`config.mk`:
```
export PLATFORM = sky130hd
export DESIGN_NAME = vram_text_writer
export DESIGN_NICKNAME = d
export VERILOG_FILES = /design/src/rtl/vram_text_writer.sv
export SDC_FILE = /design/constraint.sdc
export NUM_CORES = 1
export LEC_CHECK = 0
export CORE_MARGIN = 10
export CORE_UTILIZATION = 40
export DETAILED_ROUTE_END_ITERATION = 8
export GPL_TIMING_DRIVEN = 0
export PLACE_DENSITY = 0.73
export SLEW_MARGIN = 20
export SYNTH_ARGS = -nofsm -noshare
export SYNTH_HDL_FRONTEND = slang
export SYNTH_SLANG_ARGS = --single-unit
export TNS_END_PERCENT = 50
```
`constraint.sdc`:
```
create_clock -name clk_i -period 6.1 [get_ports clk_i]
set_input_delay 1.83 -clock clk_i [delete_from_list [all_inputs] [get_ports clk_i]]
set_output_delay 1.83 -clock clk_i [all_outputs]
set_load 0.005 [all_outputs]
```
`src/rtl/vram_text_writer.sv`:
```
// Text-mode VRAM writer: interprets a byte stream (printable ASCII plus
// CR/LF/BS/FF), tracks a cursor and emits one-cycle {attr,char} write strobes.
// Each clear state spends one setup cycle with no write, then issues its blank
// writes. The last write is still visible while the FSM sits in the clear
// state, so a write strobe is never seen in IDLE.
module vram_text_writer #(
  parameter int          COLS       = 60,
  parameter int          ROWS       = 34,
  parameter int          ADDR_W     = 11,
  parameter logic [7:0]  BLANK_ATTR = 8'h07
) (
  input  logic              clk_i,
  input  logic              rstn_i,
  input  logic [7:0]        char_i,
  input  logic [7:0]        attr_i,
  input  logic              char_valid_i,
  output logic              char_ready_o,
  output logic              vram_cea_o,
  output logic [ADDR_W-1:0] vram_ada_o,
  output logic [15:0]       vram_din_o,
  output logic [5:0]        cur_col_o,
  output logic [5:0]        cur_row_o,
  output logic              busy_o
);
  localparam int               CELLS    = COLS * ROWS;
  localparam int               CNT_W    = $clog2(CELLS + 1);
  localparam logic [CNT_W-1:0] CNT_ALL  = CNT_W'(CELLS);
  localparam logic [CNT_W-1:0] CNT_LINE = CNT_W'(COLS);
  localparam logic [5:0]       LAST_COL = 6'(COLS - 1);
  localparam logic [5:0]       LAST_ROW = 6'(ROWS - 1);
  localparam logic [15:0]      BLANK    = {BLANK_ATTR, 8'h20};

  typedef enum logic [1:0] {CLR_ALL, IDLE, WR, CLR_LINE} state_e;

  state_e             state_q, state_d;
  logic [CNT_W-1:0]   cnt_q, cnt_d;     // clear progress counter
  logic [5:0]         col_q, col_d;
  logic [5:0]         row_q, row_d;
  logic               wrap_q, wrap_d;   // printable write wrapped the line
  logic               cea_q, cea_d;
  logic [ADDR_W-1:0]  ada_q, ada_d;
  logic [15:0]        din_q, din_d;
  logic               accept;
  logic [5:0]         row_inc;

  // Full-width row*COLS+col, truncated to the VRAM address width.
  function automatic logic [ADDR_W-1:0] cell_addr(input int r, input int c);
    cell_addr = ADDR_W'(r * COLS + c);
  endfunction

  assign accept  = char_valid_i && (state_q == IDLE);
  assign row_inc = (row_q == LAST_ROW) ? 6'd0 : row_q + 6'd1;

  // State and datapath registers; reset aborts any clear in progress.
  always_ff @(posedge clk_i or negedge rstn_i) begin
    if (!rstn_i) begin
      state_q <= CLR_ALL;
      cnt_q   <= '0;
      col_q   <= '0;
      row_q   <= '0;
      wrap_q  <= 1'b0;
      cea_q   <= 1'b0;
      ada_q   <= '0;
      din_q   <= '0;
    end else begin
      state_q <= state_d;
      cnt_q   <= cnt_d;
      col_q   <= col_d;
      row_q   <= row_d;
      wrap_q  <= wrap_d;
      cea_q   <= cea_d;
      ada_q   <= ada_d;
      din_q   <= din_d;
    end
  end

  // Next-state: FF/LF go straight to a clear, everything else passes WR.
  always_comb begin
    state_d = state_q;
    case (state_q)
      CLR_ALL:  if (cnt_q == CNT_ALL) state_d = IDLE;
      IDLE: if (accept) begin
        if (char_i == 8'h0A)      state_d = CLR_LINE;
        else if (char_i == 8'h0C) state_d = CLR_ALL;
        else                      state_d = WR;
      end
      WR:       state_d = wrap_q ? CLR_LINE : IDLE;
      CLR_LINE: if (cnt_q == CNT_LINE) state_d = IDLE;
      default:  state_d = CLR_ALL;
    endcase
  end

  // Write strobe, address/data and cursor updates.
  always_comb begin
    cea_d  = 1'b0;
    ada_d  = ada_q;
    din_d  = din_q;
    col_d  = col_q;
    row_d  = row_q;
    cnt_d  = cnt_q;
    wrap_d = 1'b0;
    case (state_q)
      CLR_ALL: begin
        if (cnt_q != CNT_ALL) begin
          cea_d = 1'b1;
          ada_d = ADDR_W'(cnt_q);
          din_d = BLANK;
          cnt_d = cnt_q + CNT_W'(1);
        end else begin
          col_d = '0;
          row_d = '0;
        end
      end
      CLR_LINE: begin
        if (cnt_q != CNT_LINE) begin
          cea_d = 1'b1;
          ada_d = cell_addr(int'(row_q), int'(cnt_q));
          din_d = BLANK;
          cnt_d = cnt_q + CNT_W'(1);
        end
      end
      IDLE: begin
        if (accept) begin
          cnt_d = '0;
          if (char_i >= 8'h20 && char_i <= 8'h7E) begin
            cea_d = 1'b1;
            ada_d = cell_addr(int'(row_q), int'(col_q));
            din_d = {attr_i, char_i};
            if (col_q == LAST_COL) begin
              col_d  = '0;
              row_d  = row_inc;
              wrap_d = 1'b1;
            end else begin
              col_d = col_q + 6'd1;
            end
          end else begin
            case (char_i)
              8'h0D: col_d = '0;
              8'h0A: row_d = row_inc;
              8'h08: if (col_q != 6'd0) begin
                col_d = col_q - 6'd1;
                cea_d = 1'b1;
                ada_d = cell_addr(int'(row_q), int'(col_q) - 1);
                din_d = BLANK;
              end
              default: ;
            endcase
          end
        end
      end
      default: ;
    endcase
  end

  assign char_ready_o = (state_q == IDLE);
  assign busy_o       = (state_q == CLR_ALL) || (state_q == CLR_LINE);
  assign vram_cea_o   = cea_q;
  assign vram_ada_o   = ada_q;
  assign vram_din_o   = din_q;
  assign cur_col_o    = col_q;
  assign cur_row_o    = row_q;
endmodule

```
# After elaboration in Yosys (flattened, before gate mapping)
# Index checks and enable logic that the tools add are counted.
[op_classes] addsub=8 multipliers=1 div=0 n_lt_le_gt_ge=2 eq_ne=25 shift=0 n_mux=49 bitwise_logic=0 reduce_logical=12
[ops] op="2-to-1 mux 11 bit" count=9
[ops] op="2-to-1 mux 16 bit" count=6
[ops] op="one-hot mux 11 bit (3 select lines)" count=2
[ops] op="2-to-1 mux 6 bit" count=10
[ops] op="one-hot mux 16 bit (3 select lines)" count=1
[ops] op="one-hot mux 6 bit (2 select lines)" count=3
[ops] op="== test 8 x 4 -> 1 bit (second input constant)" count=4
[ops] op="adder 11 x 7 -> 11 bit" count=2
[ops] op="adder 6 x 1 -> 6 bit (second input constant)" count=2
[ops] op="== test 6 bit (second input constant)" count=2
[ops] op="2-to-1 mux 2 bit" count=6
[ops] op="adder 11 x 1 -> 11 bit (second input constant)" count=1
[ops] op="adder 11 bit" count=1
[ops] op="== test 11 bit (second input constant)" count=1
[ops] op="== test 11 x 6 -> 1 bit (second input constant)" count=1
[ops] op="!= test 11 bit (second input constant)" count=1
[ops] op="!= test 11 x 6 -> 1 bit (second input constant)" count=1
[ops] op="2-to-1 mux 1 bit" count=10
[ops] op="!= test 2 bit (second input constant)" count=5
[ops] op="AND reduction 5 bit" count=2
[ops] op="multiplier 6 x 4 -> 9 bit (second input constant)" count=1
[ops] op="!= test 3 x 1 -> 1 bit (second input constant)" count=3
[ops] op=">= comparator 8 x 6 -> 1 bit (second input constant)" count=1
[ops] op="less-or-equal comparator 8 x 7 -> 1 bit (second input constant)" count=1
[ops] op="other kinds (19)" count=21
[totals] reg_bits=54 latchBits=0 ramBits=0 mem_bits_ro=0 input_bits=19 output_inout_bits=42 elab_cells=105 memories=0

# Logic depth before layout (Yosys ltp)
[depth] ltp_word=7 mapped_depth=17 depth_no_buf=17

# Worst setup path after synthesis
# Ideal clock, no wire load.
[synth_timing] path_kind="input port to flip-flop" start="in char_i[6]" end="reg ada_q[10], in the netlist vram_ada_o[10]" setup_time_ps=69 arrival_time_ps=4430 required_time_ps=6031 setup_slack_ps=1600 cell_stages=13 n_path_buf=1 cell_sequence="o21bai_1 > o21bai_1 > clkbuf_1 > nand2_1 > xor2_1 > a21oi_1 > ha_1 > fa_1 > a21oi_1 > o211ai_1 > o41a_1 > a2111oi_0 > nand3b_1"
[synth_via] elab_chain_len=5 word_cells_on_any_way=10 cone_classes="2 x order compare; 3 x eq/ne; 3 x mux; 2 x reduce/logical"
[synth_rtl] element="start: declaration" line_no="14" rtl="input logic [7:0] char_i,"
[synth_rtl] element=">= comparator 8 x 6 -> 1 bit or less-or-equal comparator 8 x 7 -> 1 bit (tied branches)" line_no="125" rtl="if (char_i >= 8'h20 && char_i <= 8'h7E) begin"
[synth_rtl] element="logical AND 1 bit" line_no="125"
[synth_rtl] element="2-to-1 mux 11 bit" line_no="125"
[synth_rtl] element="2-to-1 mux 11 bit" line_no="123" rtl="if (accept) begin"
[synth_rtl] element="one-hot mux 11 bit (3 select lines)" line_no="102" rtl="case (state_q)"
[synth_rtl] element="end signal: assignment" line_no="63" rtl="ada_q <= '0;"
[synth_rtl] element="end signal: assignment" line_no="72" rtl="ada_q <= ada_d;"
[synth_rtl] element="end: declaration" line_no="41" rtl="logic [ADDR_W-1:0] ada_q, ada_d;"
# Several ways; a longest one is shown, not always the timed one. The select of a mux whose other input is x is not followed.
# A chain may end at the register's enable or synchronous reset.

# Worst setup path after layout
[layout_timing] start="in char_i[4]" end="reg ada_q[10], in the netlist vram_ada_o[10]"
# The elaborated chain is that of the path after synthesis.

==> flow_summary.toml <==
[sta]
rsz0062_at_grt = "no"
tightest_slew_ns = 0.693
fmax_mhz = 186
tns_ns = 0
final.setup_skew_ns = 0.00872
maxSlewViolCount = 0
setup_viol = 0
hold_violations = 0
period_share_pct = 88.3
fin_crit_ns = 5.38
slew-limit-headroom_pct = 53.8

[worst_setup_path]
critPathCaptureType = "register"
worstSetupPathType = "in -> reg"
critPathLaunchType = "input port"
cp_cell_sequence = "clkdlybuf4s50_1 > nand4_1 > o21bai_1 > clkbuf_1 > nand2_1 > xor2_1 > a21oi_1 > ha_1 > fa_1 > a21oi_1 > o211ai_1 > o41a_1 > a2111oi_0 > nand3b_1"
rr_worst_depth = 13
cp_slowest_cell = "clkdlybuf4s50_1"
worstPathRequired_ns = 6.36
cp.arrival_ns = 5.65
slowest_delay_ns = 0.62
critical_path.max_fanout = 10
path_common_cell = "a21oi_1"

[clock_network]
cts.clk_slew.worst_paths_ns = 0.10
tritoncts = "done"
post_cts_resized = 0
cts_root_buf = "clkbuf_8"
htree_levels = 2
hold_buffers = 0
cts_buffers = 5
post-cts-setup-buffers = 0
cts.sinks = 54
clk_latency_ns = 0.32
clockBufferDepth = 2

[layout]
fin_util_pct = 50.0
final_common_cell = "nand2_1"
design_area_sq_mm = 0.00494
drive_gt1_share_pct = 4.50
area_delta_synth_final_pct = 20.8
antenna_cells = 0
nets = 617
mostFrequentLayoutCells = "nand2_1, clkdlybuf4s50_1, dfrtp_1"

[global_route]
grt_pass1_vias = 3663
antenna_found_initial = 0
grt_max_degree = 55
grt_first_pass_wirelength_microns = 17900
grt_overflow = 0
grt.total_usage_pct = 14.7

[die]
io-pin-count = 61
die_w_microns = 121
rows = 36
dieArea_sq_mm = 0.0147
start_util_pct = 41.4
fp.dieH_microns = 121
fp.coreArea_sq_mm = 0.00986

[yosys]
ys_types = 59
syn_inst = 488
synth_nets = 550
yosys_most_used_dff = "dfrtp_1"
synth.ff_latch_count = 54
synth_edf_count = 0
avgSynthCellArea_sq_um = 8.37
ys_seq_area_share_pct = 33.1
ys_async_sr_fraction_pct = 100
yosys_warnings = 0
syn-cell-area_sq_mm = 0.00409

[placed_design]
port_buffers = 60
place_area_sq_mm = 0.00485
hpwlAfterDp_microns = 8350
gp_congestion = 0.930

[drt]
vias_per_cell = 5.38
first_pass_iters = 4
drtIter0Drc = 232
wl_per_cell_microns = 15.5
vias = 3705
drc_errors = 0
drtAntennaViolNets = 0
wl_microns = 10700

[power]
leakagePower_nw = 2.21
peakVddDrop_mv = 0.0922
power_density_mw_per_mm2 = 121

[min_path]
hp-class = "reg -> reg"
hold-path-cell-count = 2

[job]
cap_violations = 0

[outcome]
status = "completed"
==> cell usage after synthesis (2+ instances only) <==
library cell,n,area (sq um)
a21o_1,5,37.5
a21oi_1,26,130
a221oi_1,3,26.3
a22o_1,5,43.8
a22oi_1,3,22.5
a31oi_1,2,12.5
and2_1,3,18.8
and3_1,6,37.5
buf_2,7,35.0
clkbuf_1,15,56.3
dfrtp_1,54,1350
fa_1,10,200
ha_1,33,413
inv_1,39,146
mux2i_1,9,90.1
nand2_1,71,267
nand2b_1,3,18.8
nand3_1,28,140
nand3b_1,3,22.5
nand4_1,4,25.0
nor2_1,33,124
nor2b_1,3,18.8
nor3_1,15,75.1
nor4_1,6,37.5
o211ai_1,3,22.5
o21ai_0,27,135
o21ai_1,10,50.1
o21bai_1,4,30.0
o31ai_1,7,52.6
o41ai_1,2,17.5
or2_2,3,18.8
or3_1,4,25.0
or4_1,2,15.0
xnor2_1,9,78.8
xor2_1,7,61.3
==> worst max-delay path: cells and delay by family <==
| family | cells | cell delay, ns |
|---|---|---|
| AO/OA/AOI/OAI | 6 | 1.49 |
| adder cells (fa/ha/maj) | 2 | 0.65 |
| buffers and inverters | 2 | 1.05 |
| XOR/XNOR | 1 | 0.18 |
| AND/OR/NAND/NOR | 3 | 0.44 |
==> metal layers <==
metal	GRT usage, %	vias up	share of wire [%]
li1	-	1826	-
met3	2.84	13	5.6
met2	25.1	89	48
met1	18.4	1777	45
met5	0	-	0
met4	3.85	0	1.5
==> logic make-up (layout without fill, tap and decap cells) <==
logic type      after synthesis  after routing  share of synthesized area, %
simple gates                192            192                          22.9
compound gates              110            110                          17.1
buf+inv                      63            131                          6.00
flops                        54             54                          33.1
fa+ha+maj                    43             43                          15.0
xor+xnor                     16             16                          3.43
mux                          10             10                          2.48
==> where the power goes <==
part	internal [mW]	switching (mW)	total, mW	leakage, nW
Combinational	0.0148	0.0184	0.0332	1.47
Sequential	0.358	0	0.358	0.699
Clock	0.0815	0.125	0.206	0.0452
==> flip-flops by register name, indices dropped and copies added, names as in the netlist <==
register    flops
cur_col_o       6
vram_cea_o      1
cnt_q          11
cur_row_o       6
vram_ada_o     11
state_q         2
vram_din_o     16
wrap_q          1
==> area by class of cell <==
type | instances | area, sq um
well taps | 133 | 166
inverters | 40 | 150
fillers | 929 | 4930
clock buffers | 6 | 72.6
clock inverters | 2 | 13.8
multi-input cells | 371 | 2490
flip-flops and latches | 54 | 1350
plain buffers | 23 | 95.1
repair buffers | 60 | 598
==> through the flow <==
stage / total power [mW] / setup slack, ns / instances / hold slack (ns)
5_1_grt: 0.619 / 0.443 / 689 / 0.503
3_3_place_gp: 0.398 / 0.502 / 681 / 0.450
3_5_place_dp: 0.398 / 0.458 / 681 / 0.456
4_1_cts: 0.602 / 0.735 / 689 / 0.478
6_report: 0.597 / 0.716 / 689 / 0.473
2_1_floorplan: 0.375 / 1.60 / 488 / 0.463
==> path summary, 6_finish.rpt <==
check | startpoint | end | slack (ns)
hold reg to reg | vram_din_o[14]$_DFFE_PN0P_ | vram_din_o[14]$_DFFE_PN0P_ | 0.47
setup reg to reg | cur_row_o[3]$_DFFE_PN0P_ | vram_ada_o[10]$_DFFE_PN0P_ | 2.05
setup / recovery | char_i[4] | vram_ada_o[10]$_DFFE_PN0P_ | 0.72
min in group asynchronous | rstn_i | vram_ada_o[2]$_DFFE_PN0P_ | 1.54
max in group asynchronous | rstn_i | cnt_q[4]$_DFFE_PN0P_ | 4.09
hold / removal | vram_din_o[14]$_DFFE_PN0P_ | vram_din_o[14]$_DFFE_PN0P_ | 0.47
Note: power is estimated with default switching activity, not from simulation.
